[src/rtl/mux_pkg.sv]
// rtl/mux_pkg.sv - shared constants and width helpers for the N:1 pipelined mux
package mux_pkg;

  typedef enum logic {
    GRANT_STATIC = 1'b0,
    GRANT_RR     = 1'b1
  } grant_mode_e;

  localparam logic Y_RST_BIT = 1'b0;

  function automatic int clog2(input int n);
    int r;
    r = 0;
    while ((1 << r) < n) r++;
    return r;
  endfunction

  // Channel ids are exactly wide enough to name every channel; N_CH >= 2 keeps this >= 1.
  function automatic int ch_id_w(input int n_ch);
    return clog2(n_ch);
  endfunction

endpackage

[src/rtl/mux_2_1.sv]
// rtl/mux_2_1.sv - combinational 2:1 data selector used as one tree stage
module mux_2_1 #(
  parameter int WIDTH = 4
) (
  input  logic [WIDTH-1:0] a_i,
  input  logic [WIDTH-1:0] b_i,
  input  logic             s_i,
  output logic [WIDTH-1:0] y_o
);

  assign y_o = s_i ? b_i : a_i;

endmodule

[src/rtl/mux_n_1_pipe.sv]
// rtl/mux_n_1_pipe.sv - N:1 channel mux with registered output and valid/ready handshake
// MUX_RR_EN: round-robin grant instead of sel_in
module mux_n_1_pipe
  import mux_pkg::*;
#(
  parameter  int WIDTH = 4,
  parameter  int N_CH  = 4,
  localparam int SEL_W = ch_id_w(N_CH)
) (
  input  logic                  clk_in,
  input  logic                  rst_n_in,
  input  logic [N_CH*WIDTH-1:0] d_in,
  input  logic [N_CH-1:0]       valid_in,
  output logic [N_CH-1:0]       ready_out,
  input  logic [SEL_W-1:0]      sel_in,
  output logic [WIDTH-1:0]      y_out,
  output logic                  valid_out,
  input  logic                  ready_in,
  output logic [SEL_W-1:0]      ch_out
);

  logic [SEL_W-1:0] grant;
  logic             free;
  logic             xfer;
  logic [WIDTH-1:0] node [2*N_CH-1];
  logic [WIDTH-1:0] y_q, y_d;
  logic             valid_q, valid_d;
  logic [SEL_W-1:0] ch_q, ch_d;

  // Heap-ordered tree: node 0 is the root, leaves start at N_CH-1; deepest stage uses grant[0].
  for (genvar i = 0; i < N_CH; i++) begin : g_leaf
    assign node[N_CH-1+i] = d_in[i*WIDTH +: WIDTH];
  end

  for (genvar dp = 0; dp < SEL_W; dp++) begin : g_lvl
    for (genvar m = 0; m < (1 << dp); m++) begin : g_node
      localparam int K = (1 << dp) - 1 + m;
      mux_2_1 #(.WIDTH(WIDTH)) u_mux (
        .a_i(node[2*K+1]),
        .b_i(node[2*K+2]),
        .s_i(grant[SEL_W-1-dp]),
        .y_o(node[K])
      );
    end
  end

`ifdef MUX_RR_EN
  logic [SEL_W-1:0] last_q, last_d;
  logic [SEL_W-1:0] idx;
  logic             found;
  logic             unused_sel;

  assign unused_sel = ^sel_in;

  // SEL_W-bit adds wrap modulo N_CH because N_CH is a power of two.
  always_comb begin
    grant = last_q + SEL_W'(1);
    found = 1'b0;
    idx   = '0;
    for (int k = 1; k <= N_CH; k++) begin
      idx = last_q + SEL_W'(k);
      if (!found && valid_in[idx]) begin
        grant = idx;
        found = 1'b1;
      end
    end
  end

  assign last_d = xfer ? grant : last_q;

  always_ff @(posedge clk_in or negedge rst_n_in) begin
    if (!rst_n_in) last_q <= '0;
    else           last_q <= last_d;
  end
`else
  assign grant = sel_in;
`endif

  assign free      = !valid_q || ready_in;
  assign xfer      = valid_in[grant] && free;
  assign ready_out = (rst_n_in && free) ? (N_CH'(1) << grant) : '0;

  always_comb begin
    y_d     = y_q;
    ch_d    = ch_q;
    valid_d = valid_q;
    if (xfer) begin
      y_d     = node[0];
      ch_d    = grant;
      valid_d = 1'b1;
    end else if (ready_in) begin
      valid_d = 1'b0;
    end
  end

  always_ff @(posedge clk_in or negedge rst_n_in) begin
    if (!rst_n_in) begin
      y_q     <= {WIDTH{Y_RST_BIT}};
      ch_q    <= '0;
      valid_q <= 1'b0;
    end else begin
      y_q     <= y_d;
      ch_q    <= ch_d;
      valid_q <= valid_d;
    end
  end

  assign y_out     = y_q;
  assign ch_out    = ch_q;
  assign valid_out = valid_q;

endmodule

[config.mk]
export PLATFORM = sky130hd
export DESIGN_NAME = mux_n_1_pipe
export DESIGN_NICKNAME = d
export VERILOG_FILES = /design/src/rtl/mux_pkg.sv /design/src/rtl/mux_2_1.sv /design/src/rtl/mux_n_1_pipe.sv
export SDC_FILE = /design/constraint.sdc
export NUM_CORES = 1
export LEC_CHECK = 0
export CORE_MARGIN = 8
export CORE_UTILIZATION = 33
export CTS_CLUSTER_DIAMETER = 30
export DETAILED_ROUTE_END_ITERATION = 10
export PLACE_DENSITY = 0.87
export SETUP_SLACK_MARGIN = 0.02
export SLEW_MARGIN = 10
export SYNTH_ARGS = -nofsm -noshare
export SYNTH_HDL_FRONTEND = slang
export SYNTH_HIERARCHICAL = 1
export SYNTH_SLANG_ARGS = --single-unit
[constraint.sdc]
create_clock -name clk_in -period 1.5 [get_ports clk_in]
set_input_delay 0.225 -clock clk_in [delete_from_list [all_inputs] [get_ports clk_in]]
set_output_delay 0.225 -clock clk_in [all_outputs]
set_load 0.005 [all_outputs]
==> flow_summary.toml <==
[timing]
rsz0062_at_grt = "no"
hold_viol = 0
holdWs_ns = 0.3185
slew_headroom_pct = 83.77
period_minus_slack_ns = 1.433
drv_slew = 0
setup_violations = 0
finalSetupTns_ns = 0
timing.final.crit_share_pct = 95.53
tightest_slew_ns = 0.2434
fmax_mhz = 697.9
finalClockSkew_ns = 0.005383

[synthesis]
ys.flop_type = "dfrtp_1"
yosysMostFrequentCell = "mux2_2"
synth_cell_types = 13
ys_seq_elements = 7
synth_edf_count = 0
yosys.area.top_type = "mux2_2"
syn-cell-area_sq_um = 490.5
synth-warning-count = 6
synth_nets = 67
syn_avg_cell_area_sq_um = 11.68
synth_commonest_cells = "mux2_2, dfrtp_1"
yosysTopAreaCellShare_pct = 43.62
syn_inst = 42
async_reset_ff_share_pct = 100.0
synthTopCellsByArea = "mux2_2, dfrtp_1, a31oi_4"
yosysSeqAreaShare_pct = 35.71

[pwr]
seq_power_share_pct = 34.9
p_leak_nw = 0.4100
switching_power_mw = 0.1919
p_int_mw = 0.5499
powerDensity_nw_per_um2 = 795.8
pwr-share-comb_pct = 42.3
swShare_pct = 25.87
power_mw = 0.7418
clkPwrFrac_pct = 22.8
ir_worst_vdd_uv = 618.5

[critical_path]
critPathRequiredTime_ns = 1.64
r2r_setup_slack_ns = 0.12
end_kind = "flip-flop"
critPathMaxFanout = 5
arrival_ns = 1.57
crit_type = "input port to flip-flop"
start_kind = "input port"

[global_route]
antenna_found_initial = 0
gr-usage-all-layers_pct = 11.22
grt_pass1_wl_mm = 2.449
grt_start_max_net_pins = 9
grt_pass1_vias = 523
grt_overflow_total = 0

[route]
drc = 0
ant_nets = 0
drtIter0Drc = 3
wl_per_cell_microns = 15.73
num_vias = 488
wl_mm = 1.604
drt-vias-per-instance = 4.784
dr.pass1.iters = 4

[die]
die_y_microns = 54.55
die-area_sq_um = 2976
coreArea_sq_um = 1454
fp.dieW_microns = 54.55
initial_utilization_pct = 33.73
rows = 14
ios = 36

[cts]
ctsHoldBuffers = 0
h-tree-depth = 1
cts.sinks = 7
root_buffer = "clkbuf_4"
post-cts-setup-buffers = 0
cts_max_path_buffers = 2
cts_inserted_buffers = 3
clkLatencyLatePin_ns = 0.25
cts_tree = "yes"
clk_pin_slew_worst_paths_ns = 0.06

[finish]
syn2layout_area_growth_pct = 90.05
n_antenna_cell = 0
layout-drive-gt1-share_pct = 43.02
stdcell_count = 102
nets = 112
finalInstanceArea_sq_um = 932.1

[placed_design]
gp_congestion = 0.7164
dp.cells = 98
placed_area_sq_um = 914.6
portBuffers = 35

[worst_hold_path]
hold_path.class = "input port to async pin"

[job]
max-cap-violations = 0

[outcome]
outcome = "completed"
## logic make-up after synthesis
logic type,count (synthesis),share of synthesized area (%)
DFF,7,35.71
AOI/OAI and AO/OA,2,5.356
buffers and inverters,3,2.296
and+or+nand+nor,10,10.97
muxes,20,45.66
## placed cells by master (no fill, tap or decap), types with 2 or more instances in the layout
| master | n |
|---|---|
| dfrtp_1 | 7 |
| clkbuf_4 | 3 |
| mux2_4 | 2 |
| nor3_1 | 2 |
| dlygate4sd2_1 | 3 |
| inv_1 | 2 |
| nor2_1 | 2 |
| clkbuf_2 | 4 |
| nand3_1 | 2 |
| mux2_2 | 17 |
| clkdlybuf4s50_1 | 27 |
| nand2_1 | 2 |
| buf_4 | 4 |
## worst max-delay path, stage by stage
cell and delay [ns]:
clkdlybuf4s50_1 0.39, nand2b_4 0.15, and3b_4 0.20, a31oi_4 0.23
mux2_2 0.37
## worst paths after layout
path | cells after the start | to | startpoint
max | 5 | y_out[2] | ready_in
min | 2 | y_out[3] | rst_n_in
max reg2reg | 4 | y_out[2] | valid_out
min reg2reg | 1 | y_out[3] | y_out[3]
max in group asynchronous | 2 | ch_out[0] | rst_n_in
min in group clk_in | 3 | ch_out[1] | sel_in[1]
## metrics by stage
stage	utilization [%]	worst slack [ns]
after global routing	64.11	0.02064
after CTS	65.32	0.02040
after detailed placement	62.91	-0.5449
after global placement	62.91	-0.5112
after floorplan	-	0.09831
final	64.11	0.06712
## timing repair
| item | 4_1_cts | 5_1_grt |
|---|---|---|
| gates resized for setup | 17 | 6 |
| pin swaps | 2 | 1 |
| hold endpoints to repair | 0 | 0 |
| endpoints found under the setup margin | 9 | 8 |
## sequential cells by signal, summed over array words and instances, names as in the netlist
register,flops
valid_out,1
y_out,4
ch_out,2
## cell type report
class | count | area [sq um]
clock buffers | 3 | 22.52
clock inverters | 1 | 5.005
fillers | 122 | 521.8
inverters | 2 | 7.507
multi-input cells | 32 | 319.1
flip-flops and latches | 7 | 175.2
well taps | 16 | 20.02
repair buffers | 41 | 382.9
## metal layers
metal | vias up | global-route usage, % | share of wire [%]
li1 | 243 | - | -
met1 | 218 | 12.72 | 37
met2 | 25 | 18.70 | 49
met3 | 2 | 4.620 | 13
met4 | 0 | 3.689 | 0.62
met5 | - | 0 | 0
## power by group through the flow
stage	Clock (mW)	Combinational [mW]	Sequential (mW)
finish	0.169	0.314	0.259
CTS	0.174	0.320	0.259
floorplan	0	0.105	0.260
detailed placement	0	0.314	0.261
global route	0.183	0.336	0.266
global placement	0	0.308	0.257
(Power assumes the default switching activity.)
